`config.mk`:
```
export PLATFORM = sky130hd
export DESIGN_NAME = qsys_serial_host_mm
export DESIGN_NICKNAME = d
export VERILOG_FILES = /design/src/rtl/qsys_serial_host_mm.sv
export SDC_FILE = /design/constraint.sdc
export NUM_CORES = 1
export LEC_CHECK = 0
export ABC_AREA = 0
export BUFFER_PORTS_ARGS = -buffer_cell sky130_fd_sc_hd__buf_2
export CORE_UTILIZATION = 54
export CTS_BUF_LIST = sky130_fd_sc_hd__clkbuf_2 sky130_fd_sc_hd__clkbuf_4 sky130_fd_sc_hd__clkbuf_8
export CTS_CLUSTER_DIAMETER = 150
export DETAILED_ROUTE_END_ITERATION = 7
export GPL_TIMING_DRIVEN = 1
export MAX_ROUTING_LAYER = met4
export PLACE_DENSITY_LB_ADDON = 0.2
export SETUP_SLACK_MARGIN = 0.1
export SLEW_MARGIN = 20
export SYNTH_ARGS = -nofsm -noshare
export SYNTH_HDL_FRONTEND = slang
export SYNTH_SLANG_ARGS = --single-unit
```
`constraint.sdc`:
```
create_clock -name clk -period 7 [get_ports clk]
set_input_delay 0.35 -clock clk [delete_from_list [all_inputs] [get_ports clk]]
set_output_delay 0.35 -clock clk [all_outputs]
set_load 0.01 [all_outputs]
```
`src/rtl/qsys_serial_host_mm.sv`:
```
// Serial-to-Avalon-MM host bridge: shifts in {rw, address, data}, runs one bus transfer, shifts out {status, data}.
// Optional bus-wait timeout is compiled in with `define SERIAL_HOST_TIMEOUT_EN.
module qsys_serial_host_mm #(
    parameter int ADDR_W         = 8,
    parameter int DATA_W         = 32,
    parameter int USE_RDV        = 1,
    parameter int TIMEOUT_CYCLES = 1024
) (
    input  logic                clk,
    input  logic                reset,
    input  logic                sdi,
    input  logic                sle,
    output logic                sdo,
    output logic                srdy,
    output logic                rso_MRST_reset,
    output logic                cso_MCLK_clk,
    output logic [ADDR_W-1:0]   avm_M1_address,
    output logic [DATA_W-1:0]   avm_M1_writedata,
    input  logic [DATA_W-1:0]   avm_M1_readdata,
    output logic [DATA_W/8-1:0] avm_M1_byteenable,
    output logic                avm_M1_write,
    output logic                avm_M1_read,
    input  logic                avm_M1_readdatavalid,
    input  logic                avm_M1_waitrequest
);
    localparam int FRAME_W = 1 + ADDR_W + DATA_W;
    localparam int CNT_W   = $clog2(FRAME_W + 2);
    localparam int RCNT_W  = $clog2(DATA_W + 1);

    typedef enum logic [2:0] {
        S_IDLE, S_SHIFT, S_ISSUE, S_WAIT_REQ, S_WAIT_RDV, S_RESP
    } state_t;

    state_t              state_q, state_d;
    logic [FRAME_W-1:0]  frame_q, frame_d;
    logic [CNT_W-1:0]    cnt_q, cnt_d;
    logic                is_wr_q, is_wr_d;
    logic [ADDR_W-1:0]   addr_q, addr_d;
    logic [DATA_W-1:0]   wdata_q, wdata_d;
    logic                read_q, read_d;
    logic                write_q, write_d;
    logic                srdy_q, srdy_d;
    logic                sdo_q, sdo_d;
    logic [DATA_W-1:0]   resp_q, resp_d;
    logic [RCNT_W-1:0]   rcnt_q, rcnt_d;
    logic                load_resp;
    logic                load_status;
    logic [DATA_W-1:0]   load_data;

`ifdef SERIAL_HOST_TIMEOUT_EN
    localparam int TO_W = $clog2(TIMEOUT_CYCLES + 1);
    logic [TO_W-1:0]     to_cnt_q, to_cnt_d;
    logic                to_hit;
    assign to_hit = (to_cnt_q == TO_W'(TIMEOUT_CYCLES - 1));
`else
    logic [31:0]         timeout_unused;
    assign timeout_unused = 32'(TIMEOUT_CYCLES);
`endif

    always_comb begin
        state_d     = state_q;
        frame_d     = frame_q;
        cnt_d       = cnt_q;
        is_wr_d     = is_wr_q;
        addr_d      = addr_q;
        wdata_d     = wdata_q;
        read_d      = read_q;
        write_d     = write_q;
        srdy_d      = srdy_q;
        sdo_d       = sdo_q;
        resp_d      = resp_q;
        rcnt_d      = rcnt_q;
        load_resp   = 1'b0;
        load_status = 1'b0;
        load_data   = '0;
`ifdef SERIAL_HOST_TIMEOUT_EN
        to_cnt_d    = to_cnt_q;
`endif
        unique case (state_q)
            S_IDLE: begin
                if (sle) begin
                    frame_d = {frame_q[FRAME_W-2:0], sdi};
                    cnt_d   = CNT_W'(1);
                    state_d = S_SHIFT;
                end
            end
            S_SHIFT: begin
                if (sle) begin
                    frame_d = {frame_q[FRAME_W-2:0], sdi};
                    if (cnt_q != CNT_W'(FRAME_W + 1))
                        cnt_d = cnt_q + CNT_W'(1);
                end else if (cnt_q == CNT_W'(FRAME_W)) begin
                    state_d = S_ISSUE;
                end else begin
                    // Wrong bit count: report an error without touching the bus.
                    load_resp   = 1'b1;
                    load_status = 1'b1;
                end
            end
            S_ISSUE: begin
                is_wr_d  = frame_q[FRAME_W-1];
                addr_d   = frame_q[FRAME_W-2 -: ADDR_W];
                wdata_d  = frame_q[DATA_W-1:0];
                write_d  = frame_q[FRAME_W-1];
                read_d   = ~frame_q[FRAME_W-1];
                state_d  = S_WAIT_REQ;
`ifdef SERIAL_HOST_TIMEOUT_EN
                to_cnt_d = '0;
`endif
            end
            S_WAIT_REQ: begin
                if (!avm_M1_waitrequest) begin
                    read_d  = 1'b0;
                    write_d = 1'b0;
                    if (is_wr_q) begin
                        load_resp = 1'b1;
                        load_data = wdata_q;
                    end else if (USE_RDV == 0) begin
                        load_resp = 1'b1;
                        load_data = avm_M1_readdata;
                    end else begin
                        state_d = S_WAIT_RDV;
                    end
                end
`ifdef SERIAL_HOST_TIMEOUT_EN
                else if (to_hit) begin
                    read_d      = 1'b0;
                    write_d     = 1'b0;
                    load_resp   = 1'b1;
                    load_status = 1'b1;
                end else begin
                    to_cnt_d = to_cnt_q + TO_W'(1);
                end
`endif
            end
            S_WAIT_RDV: begin
                if (avm_M1_readdatavalid) begin
                    load_resp = 1'b1;
                    load_data = avm_M1_readdata;
                end
`ifdef SERIAL_HOST_TIMEOUT_EN
                else if (to_hit) begin
                    load_resp   = 1'b1;
                    load_status = 1'b1;
                end else begin
                    to_cnt_d = to_cnt_q + TO_W'(1);
                end
`endif
            end
            S_RESP: begin
                // Status bit is already on sdo; rcnt counts data bits still to send.
                if (rcnt_q != '0) begin
                    sdo_d  = resp_q[DATA_W-1];
                    resp_d = {resp_q[DATA_W-2:0], 1'b0};
                    rcnt_d = rcnt_q - RCNT_W'(1);
                end else begin
                    srdy_d  = 1'b0;
                    sdo_d   = 1'b0;
                    state_d = S_IDLE;
                end
            end
            default: state_d = S_IDLE;
        endcase

        if (load_resp) begin
            state_d = S_RESP;
            srdy_d  = 1'b1;
            sdo_d   = load_status;
            resp_d  = load_data;
            rcnt_d  = RCNT_W'(DATA_W);
        end
    end

    always_ff @(posedge clk or posedge reset) begin
        if (reset) begin
            state_q  <= S_IDLE;
            frame_q  <= '0;
            cnt_q    <= '0;
            is_wr_q  <= 1'b0;
            addr_q   <= '0;
            wdata_q  <= '0;
            read_q   <= 1'b0;
            write_q  <= 1'b0;
            srdy_q   <= 1'b0;
            sdo_q    <= 1'b0;
            resp_q   <= '0;
            rcnt_q   <= '0;
`ifdef SERIAL_HOST_TIMEOUT_EN
            to_cnt_q <= '0;
`endif
        end else begin
            state_q  <= state_d;
            frame_q  <= frame_d;
            cnt_q    <= cnt_d;
            is_wr_q  <= is_wr_d;
            addr_q   <= addr_d;
            wdata_q  <= wdata_d;
            read_q   <= read_d;
            write_q  <= write_d;
            srdy_q   <= srdy_d;
            sdo_q    <= sdo_d;
            resp_q   <= resp_d;
            rcnt_q   <= rcnt_d;
`ifdef SERIAL_HOST_TIMEOUT_EN
            to_cnt_q <= to_cnt_d;
`endif
        end
    end

    assign sdo               = sdo_q;
    assign srdy              = srdy_q;
    assign rso_MRST_reset    = reset;
    assign cso_MCLK_clk      = clk;
    assign avm_M1_address    = addr_q;
    assign avm_M1_writedata  = wdata_q;
    assign avm_M1_byteenable = '1;
    assign avm_M1_write      = write_q;
    assign avm_M1_read       = read_q;
endmodule

```
# After elaboration in Yosys (flattened, before gate mapping)

Cells that the tools add are included.

Register bits: 133

Muxes and demuxes: 38
Reduce and logical (&&, ||, !) cells: 13
Add/subtract/negate cells: 2
Eq/ne operators: 19
Bitwise logic cells: 1

Operator list:

| operator                                         | number |
|---|---|
| 2-to-1 mux 32 bit                                | 6 |
| one-hot mux 32 bit (2 select lines)              | 1 |
| 2-to-1 mux 6 bit                                 | 6 |
| 2-to-1 mux 3 bit                                 | 7 |
| inequality test 3 bit, second input constant     | 6 |
| one-hot mux 3 bit (6 select lines)               | 1 |
| 2-to-1 mux 1 bit                                 | 13 |
| inequality test 2 bit, second input constant     | 6 |
| one-hot mux 6 bit (2 select lines)               | 1 |
| AND reduction 2 bit                              | 4 |
| nonzero test 2 bit                               | 4 |
| AND reduction 7 bit                              | 1 |
| adder 6 x 1 -> 6 bit, second input constant      | 1 |
| == test 3 x 2 -> 1 bit, second input constant    | 2 |
| == test 3 bit, second input constant             | 2 |
| == test 6 bit, second input constant             | 1 |
| inequality test 6 bit, second input constant     | 1 |
| nonzero test 6 bit                               | 1 |
| subtractor 6 x 1 -> 6 bit, second input constant | 1 |
| one-hot mux 1 bit (2 select lines)               | 2 |
| AND reduction 4 bit                              | 1 |
| == test 3 x 1 -> 1 bit, second input constant    | 1 |
| logical NOT 3 bit                                | 1 |
| one-hot mux 1 bit (3 select lines)               | 1 |
| other kinds (2)                                  | 2 |

# Logic depth before layout (Yosys ltp)

Gate-level depths: netlist of run 1.

Depth in word-level cells: 6
Gate-level depth with buffers: 8
Mapped depth without buffers: 6

==> metrics.txt, run 1 <==
run status=finished clean; largest net degree at the start of global routing=75; max-cap violation count=0; met1 Use GR=33.1%; 1st-iter DRT viols=about 260; PwrDens=383 nW/um^2; Filler Cell Count=between 800 and 900; design area=6960 sq um; CP dominant cell by count=clkbuf_8; synth top area cells=dfrtp_1, nand2_1, mux2_2; GRT overflow=0; layout cell share with drive strength beyond 1=about a third; vias in the first global route=between 4000 and 5000; Detail Placement HPWL=around 7.5 mm; Nets=roughly 650; reg2reg path depth=5; Clk pin slew, worst setup/hold paths=approximately 0.070 ns; top cells by count, synth=nand2_1, dfrtp_1, mux2_2, o211ai_1, a22oi_1; crit path DAT=around 3.9 ns; met2 GRT Util=around a third; Setup Skew=about 0.0093 ns; CP Cell Sequence=clkbuf_8 -> clkbuf_8 -> buf_2; CP Capture Type=output port; TritonCTS clock tree=built; Worst Path Required=between 6 and 7 ns; Detail Route Antenna Nets=0; Max-slew headroom=29.4%; Synth Instances=between 500 and 600; Seq/Total Area, Yosys=between 50% and 60%; die area=11800 sq um; ys async rst share=between 90% and 100%; Core Box Area=approximately 11000 sq um; Setup Total Neg Slack=0 ns; CP max stage cell=buf_2; die outline width=about 110 microns; initial antenna violation count=0; Post-Syn Area=6160 sq um; DRT Wirelength=around 12 mm; Worst Max-Slew Pin Slew=~1.1 ns; number of synthesized flops with an enable pin=0; # rows=38; top_reg_cell synth=dfrtp_1; RSZ-0062 raised after global routing=no; I/O Buffers=83; Leak Pwr=0.00343 uW; Routed WL per cell=between 15 and 20 microns; Worst Hold Class=input pin to asynchronous set/reset pin; die height=approximately 110 microns; share of the synthesized area in the top cell type=~54%; R2R Setup Slk=about 4 ns; total number of vias=around 4300; synth warn=0; Yosys reg bits=~130; ANT cells=0; Avg Cell Area, Syn=11.3 sq um; Starting Density=56.0%; critical path startpoint category=clock port; global-route wire length before repair=approximately 21 mm; Netlist cell types=50; grt met3 use=about 6%; VDD IR max=approximately 0.21 mV; area grow syn2layout=13.0%; busiest grt layer=met2; Setup CP Type=clock port to output port; Final Hold Fails=0; Vias/cell=between 5 and 6; # DRC=0; critical path fanouts, max=2; Synth area leader=dfrtp_1; worst r2r dst=resp_q[4]$_DFFE_PP0P_; GP Congestion=a little over 0.8; max incr delay on CP=roughly 0.13 ns; Skew-Pair Late Insertion Delay=0.55 ns; I/O pins=88; most common cell in the netlist=nand2_1; Post-DP Area=roughly 6500 sq um; First-pass DRT Iterations=5; # setup viols final=0; Max Slew Vio Count=0; total track usage=23.8%; Reg2Reg Launch Point=state_q[2]$_DFFE_PP0P_
## report_power, final
part | switching (uW) | internal, uW | leakage (uW)
clock | 288 | 367 | 0.000215
sequential | 151 | 947 | 0.00174
combinational | 459 | 450 | 0.00147
## kinds of logic (layout without fill, tap and decap cells)
kind of cell | after synthesis | count (layout) | synth area share [%]
other | 1 | 4 | 0.0609
DFF | 133 | 133 | 54.1
buffers and inverters | 57 | 130 | 5.26
and+or+nand+nor | 180 | 180 | 12.9
muxes | 43 | 43 | 7.83
xor gates and xnor gates | 4 | 4 | 0.569
adders and majority gates | 5 | 5 | 1.02
AOI/OAI and AO/OA | 121 | 121 | 18.3
## cells in the final DEF (no fill, tap or decap), types with 3 or more instances in the layout
cell type / count
nor3_1: 7
dfrtp_1: 133
o211ai_1: 34
a22oi_1: 32
a2bb2oi_1: 3
nand2_1: 137
mux2_2: 41
buf_4: 4
buf_2: 83
nor2_1: 10
conb_1: 4
nand3_1: 5
ha_1: 5
clkbuf_8: 25
a2bb2oi_2: 28
inv_1: 10
o21ai_0: 9
xor2_1: 3
## worst max-delay path, delay by kind of cell
| kind | cells | cell delay, ns |
|---|---|---|
| buffers and inverters | 3 | 0.36 |
## flip-flops by register name, summed over array words and instances (netlist names)
register and flops:
is_wr_q 1, avm_M1_address 8, cnt_q 6, resp_q 32, frame_q 41, sdo 1, srdy 1, avm_M1_read 1
avm_M1_write 1, state_q 3, avm_M1_writedata 32, rcnt_q 6
## how the worst max path moves through the flow
| stage | startpoint | to | slack [ns] | depth (start not counted) |
|---|---|---|---|---|
| 6_report | clk | cso_MCLK_clk | 2.79 | 3 |
| 3_5_place_dp | clk | cso_MCLK_clk | 3.04 | 1 |
| 2_1_floorplan | clk | cso_MCLK_clk | 3.03 | 1 |
| 5_1_grt | clk | cso_MCLK_clk | 2.79 | 3 |
| 3_3_place_gp | clk | cso_MCLK_clk | 3.04 | 1 |
| 4_1_cts | clk | cso_MCLK_clk | 2.79 | 3 |
## stage by stage
| stage | cells | worst slack (ns) | util [%] | power [uW] | hold WS, ns |
|---|---|---|---|---|---|
| detailed placement | 728 | 3.04 | 59.5 | 2030 | 0.451 |
| CTS | 760 | 2.79 | 63.3 | 2680 | 0.0239 |
| global route | 760 | 2.79 | 63.3 | 2830 | 0.0623 |
| global placement | 728 | 3.04 | 59.5 | 1990 | 0.451 |
| floorplan | 547 | 3.03 | - | 1900 | 0.442 |
| finish | 760 | 2.79 | 63.3 | 2660 | 0.000195 |
## metal layers
layer  wire length [microns]  vias to the layer above  part of all wire (%)
met3                     477                       22                   3.9
met5                       0                        -                     0
met4                     206                        0                   1.7
li1                        -                     2037                     -
met2                    5530                      111                    46
met1                    5890                     2094                    49
## timing repair
action,in CTS,in global routing
resized for setup,0,0
hold buffers,1,0
setup buffers,0,0
endpoints found under the hold margin,1,0
## area by class of cell
cell class	count	area, sq um	share of cell area [%]
Clock inverter	4	47.5	0.683
Inverter	11	43.8	0.629
Clock buffer	28	364	5.23
Multi-Input combinational cell	357	2550	36.6
Timing Repair Buffer	87	450	6.47
Tap cell	140	175	2.52
Sequential cell	133	3330	47.8
(Power assumes the default switching activity.)
==> run 2, diff against run 1 <==
clock period = 3.7 ns   (was 7 ns; I/O delays follow)
==> run 2 against run 1 <==
Compared with the run above:
- largest power group unchanged
- cell area grew 6.5%
- clock skew shrank 0.0027 ns
- non-clock buffer count grew 37
- routed wire length grew 6.7%
- critical endpoint is now resp_q[30]$_DFFE_PP0P_
- critical path type is now register to register
- count of clock-buffer cells in the layout shrank 1
==> metrics.txt, run 2 (synthesis gave the netlist of run 1 again) <==
# setup viols final=0 (unchanged); Detail Placement HPWL=8.07 mm (+6.9%); Worst Path Required=4.16 ns (-2.49 ns); most common cell after layout, fill and taps aside=nand2_1; largest net degree at the start of global routing=103 (+37%); Final Hold Fails=0 (unchanged); Detail Route Antenna Nets=0 (unchanged); global-route wire length before repair=21.3 mm (+2.7%); max-cap violation count=0 (unchanged); CP Capture Type=register; fmax=396 MHz; die outline width=109 microns (unchanged); run status=finished clean; crit path DAT=2.98 ns (-0.88 ns); vias in the first global route=4343 (+5.4%); final core utilization=67.5% (+4.1 points); Setup Skew=0.00668 ns (-0.00265 ns); PwrDens=714 nW/um^2 (+87%); critical path startpoint category=register; Starting Density=56.0% (unchanged); die area=11800 sq um (unchanged); RSZ-0062 raised after global routing=no; Comb pwr share=33.5% (-0.6 points); VDD IR max=0.504 mV (+140%); Vias/cell=5.65 (+0.73%); # DRC=0 (unchanged); 1st-iter DRT viols=248 (-2.7%); I/O pins=88 (unchanged); Leak Pwr=0.00362 uW (+5.6%); Core Box Area=11000 sq um (unchanged); Nets=691 (+5.7%); Setup Total Neg Slack=0 ns (unchanged); total track usage=24.7% (+0.94 points); power share of the clock group=27.2% (+2.6 points); Worst Hold Class=input pin to register; max incr delay on CP=0.65 ns (+0.52 ns); total number of vias=4527 (+6.2%); crit path from=state_q[0]$_DFFE_PP0P_; First-pass DRT Iterations=5 (unchanged); Setup Fix Bufs, Post-CTS=0 (unchanged); die height=109 microns (unchanged); Worst Max-Slew Pin Slew=1.11 ns (+0.0553 ns); max reg flops=41 (unchanged); Sw Share=32.9% (-0.85 points); Max-slew headroom=25.7% (-3.7 points); power share of the sequential group=39.3% (-1.9 points); critical path fanouts, max=35 (+33); layout cell share with drive strength beyond 1=31.5% (-1.1 points); Skew-Pair Late Insertion Delay=0.54 ns (about the same); DRT Wirelength=12.9 mm (+6.7%); initial antenna violation count=0 (unchanged); Top reg by flops=frame_q; Pwr Total=5290 uW (+99%); Routed WL per cell=16.1 microns (+1.2%); Pint=3550 uW (+100%); Setup CP Type=register to register; crit share post-route=slightly below 70%; commonest cells after routing, fill and taps aside=nand2_1, dfrtp_1, buf_2; # rows=38 (unchanged); GRT overflow=0 (unchanged); Place WS=0.898 ns (-2.14 ns); TritonCTS clock tree=built; CP Cell Sequence=or3b_1 -> a211o_2 -> nand3_4 -> a2bb2oi_1; CP max stage cell=dfrtp_1; switching power of the nets=1740 uW (+94%); Final WS setup=1.17 ns (-1.62 ns); Clk pin slew, worst setup/hold paths=0.07 ns (about the same); ANT cells=0 (unchanged); GP Congestion=0.807 (-1.5%); I/O Buffers=83 (unchanged); area grow syn2layout=20.3%; Reg2Reg Launch Point=state_q[0]$_DFFE_PP0P_; Max Slew Vio Count=0 (unchanged); minimum clock period=around 2.5 ns; worst hold start=avm_M1_waitrequest
run 2: changes by cell type in the layout (fill, tap and decap cells not counted), sizes merged:
cell         change
clkbuf           -1
bufinv           +3
buf              +3
clkinv           +1
clkinvlp         +2
inv              -1
dlygate4sd3     +34
run 2: area by class of cell:
cell class / instances / area, sq um
clock inverter: 9 / 150
fill: 837 / 3570
tap: 140 / 175
sequential: 133 / 3330
timing repair buffer: 124 / 826
inverter: 11 / 45.0
multi-input combinational: 357 / 2550
clock buffer: 27 / 338
run 2: routing by layer:
metal	global-route usage, %	wire length, microns
met5	-	0
met4	10.9	255
met3	6.04	555
met2	37.9	6290
met1	31.3	5810
run 2: timing repair:
action	CTS	global route
resized for setup	0	0
endpoints found under the hold margin	65	0
hold buffers	35	0
run 2: through the flow:
step	area (sq um)	cells	hold slack, ns
after floorplan	6170	547	0.277
after global placement	6570	731	0.286
after detailed placement	6570	731	0.286
after CTS	7410	801	0.134
after global routing	7410	801	0.167
final	7410	801	0.164
run 2: final timing paths:
kind / slack (ns) / cells after the start / endpoint
worst max-delay path: 1.17 / 4 / resp_q[30]$_DFFE_PP0P_
worst min register to register: 0.49 / 2 / frame_q[15]$_DFFE_PP0P_
max in group asynchronous: 2.47 / 4 / frame_q[36]$_DFFE_PP0P_
min in group asynchronous: 0.31 / 3 / frame_q[1]$_DFFE_PP0P_
worst max register to register: 1.17 / 4 / resp_q[30]$_DFFE_PP0P_
worst min-delay path: 0.16 / 5 / state_q[1]$_DFFE_PP0P_
run 2: worst max-delay path: cells and delay by family, from the launching register on:
family	cells	cell delay, ns
flops	1	0.65
compound gates	2	0.80
simple gates	2	0.98
run 2: power groups by stage:
stage	registers, uW	logic (uW)	clock network [uW]
detailed placement	2100	1760	16.3
global placement	2080	1700	16.3
CTS	2080	1790	1470
finish	2080	1770	1440
floorplan	2020	1540	22.3
global route	2120	1940	1530
==> run 3, diff against run 2 <==
clock period = 2.4 ns   (was 3.7 ns; I/O delays follow)
==> run 3 against run 2 <==
Compared with the run above:
- cell area up 2.5%
- core utilization grew 1.7 points
- cell count grew 1.7%
==> metrics.txt, run 3 (synthesis gave the netlist of run 1 again) <==
run status=finished clean; global-route wire length before repair=22.4 mm (+4.9%); most common cell after layout, fill and taps aside=nand2_1; max incr delay on CP=0.47 ns (-0.18 ns); Worst Max-Slew Pin Slew=0.857 ns (-0.258 ns); Nets=705 (+2.0%); initial antenna violation count=0 (unchanged); Detail Route Antenna Nets=0 (unchanged); GRT overflow=0 (unchanged); layout cell share with drive strength beyond 1=32.9% (+1.4 points); Final Non-Filler Cells=815 (+1.7%); switching power of the nets=2790 uW (+61%); crit share post-route=94.8% (+27 points); Max-slew headroom=42.9% (+17 points); Comb pwr share=34.1% (+0.6 points); # DRC=0 (unchanged); Skew-Pair Late Insertion Delay=0.56 ns (+0.02 ns); Core Box Area=11000 sq um (unchanged); Detail Placement HPWL=8.29 mm (+2.6%); Leak Pwr=0.00371 uW (+2.7%); CP max stage cell=dfrtp_2; I/O pins=88 (unchanged); R2R Setup Slk=0.13 ns (-1.05 ns); Pint=5750 uW (+62%); max reg flops=41 (unchanged); 1st-iter DRT viols=235 (-5.2%); # setup viols final=0 (unchanged); Sw Share=32.7% (-0.19 points); DRT Wirelength=13.5 mm (+4.5%); total number of vias=4567 (+0.88%); Top reg by flops=frame_q; die area=11800 sq um (unchanged); ANT cells=0 (unchanged); I/O Buffers=83 (unchanged); CP Cell Sequence=buf_4 -> or3b_1 -> a211o_1 -> buf_4 -> nand2_1 -> o21ai_0; Max Slew Vio Count=0 (unchanged); TritonCTS clock tree=built; Pwr Total=8540 uW (+62%); commonest cells after routing, fill and taps aside=nand2_1, dfrtp_1, buf_2; die height=109 microns (unchanged); Setup CP Type=register to register; First-pass DRT Iterations=4 (-1); # rows=38 (unchanged); Setup Fix Bufs, Post-CTS=0 (unchanged); Worst Hold Class=input pin to register; VDD IR max=0.622 mV (+23%); fmax=440 MHz (+11%); critical path startpoint category=register; vias in the first global route=4594 (+5.8%); minimum clock period=2.27 ns (-0.251 ns); Worst Path Required=2.82 ns (-1.34 ns); max-cap violation count=0 (unchanged); Clk pin slew, worst setup/hold paths=0.07 ns (about the same); power share of the sequential group=37.3% (-2.0 points); Starting Density=56.0% (unchanged); Setup Skew=0.0125 ns (+0.00582 ns); total track usage=26.1% (+1.4 points); placed cells=743 (+1.6%); Final Hold Fails=0 (unchanged); CP dominant cell by count=buf_4; Setup Total Neg Slack=0 ns (unchanged); Vias/cell=5.60 (-0.85%); Routed WL per cell=16.6 microns (+2.7%); crit path DAT=2.69 ns (-0.29 ns); CP Capture Type=register; area grow syn2layout=23.3%; PwrDens=1130 nW/um^2 (+58%); RSZ-0062 raised after global routing=yes; Filler Cell Count=823 (-1.7%); largest net degree at the start of global routing=77 (-25%); worst hold slack=0.122 ns (-0.0429 ns); critical path fanouts, max=34 (-2.9%); power share of the clock group=28.6% (+1.4 points); GP Congestion=0.834 (+3.4%); die outline width=109 microns (unchanged)
==> run 3: changes by cell type in the layout (fill, tap and decap cells not counted), sizes merged <==
| cell | before | now |
|---|---|---|
| a41oi | 1 | 2 |
| clkinvlp | 3 | 2 |
| bufinv | 4 | 6 |
| buf | 90 | 102 |
| clkinv | 3 | 2 |
| nand3 | 6 | 7 |
==> run 3: final timing paths <==
check / endpoint / cells after the start / start
max in group asynchronous: resp_q[17]$_DFFE_PP0P_ / 4 / reset
min in group asynchronous: frame_q[38]$_DFFE_PP0P_ / 4 / reset
setup / recovery: sdo$_DFFE_PP0P_ / 6 / state_q[0]$_DFFE_PP0P_
hold / removal: state_q[1]$_DFFE_PP0P_ / 5 / avm_M1_waitrequest
hold reg to reg: frame_q[4]$_DFFE_PP0P_ / 2 / frame_q[3]$_DFFE_PP0P_
setup reg to reg: sdo$_DFFE_PP0P_ / 6 / state_q[0]$_DFFE_PP0P_
==> run 3: stage by stage <==
| stage | area (sq um) | utilization, % | setup WS [ns] |
|---|---|---|---|
| after floorplan | 6170 | - | 0.629 |
| after global placement | 6680 | 60.8 | -0.0234 |
| after detailed placement | 6680 | 60.8 | -0.155 |
| after CTS | 7570 | 69.0 | 0.125 |
| after global routing | 7590 | 69.1 | 0.0231 |
| final | 7590 | 69.1 | 0.125 |
==> run 3: layer usage <==
metal / global-route usage, % / up-vias / wire [microns]
li1: - / 2156 / -
met1: 33.2 / 2249 / 6070
met2: 39.5 / 130 / 6510
met3: 5.44 / 32 / 557
met4: 13.9 / 0 / 347
met5: - / - / 0
==> run 3: final cells by class <==
class	count	area (sq um)	area share [%]
clock buffers	27	338	4.45
clock inverters	9	198	2.60
inverters	11	45.0	0.593
multi-input cells	359	2580	34.0
flip-flops and latches	133	3330	43.9
well taps	140	175	2.31
repair buffers	136	928	12.2
==> run 3: critical path, delay by kind of cell, from the launching register on <==
| family | cells | cell delay, ns |
|---|---|---|
| AND/OR/NAND/NOR | 2 | 0.65 |
| AO/OA/AOI/OAI | 2 | 0.54 |
| buffers and inverters | 2 | 0.48 |
| flip-flops | 1 | 0.47 |
==> run 3: power groups by stage <==
stage                     registers, uW  logic, uW  clock network (uW)
after floorplan                    3110       2380                34.3
after global placement             3180       2690                25.2
after detailed placement           3200       2820                25.2
after CTS                          3180       2910                2490
after global routing               3250       3190                2570
final                              3180       2920                2440
==> run 3: timing repair <==
action,in CTS,in global routing
resized for setup,0,2
gates cloned,1,1
hold buffers,35,0
pin swaps,1,0
setup endpoints to repair,33,37
endpoints found under the hold margin,168,0
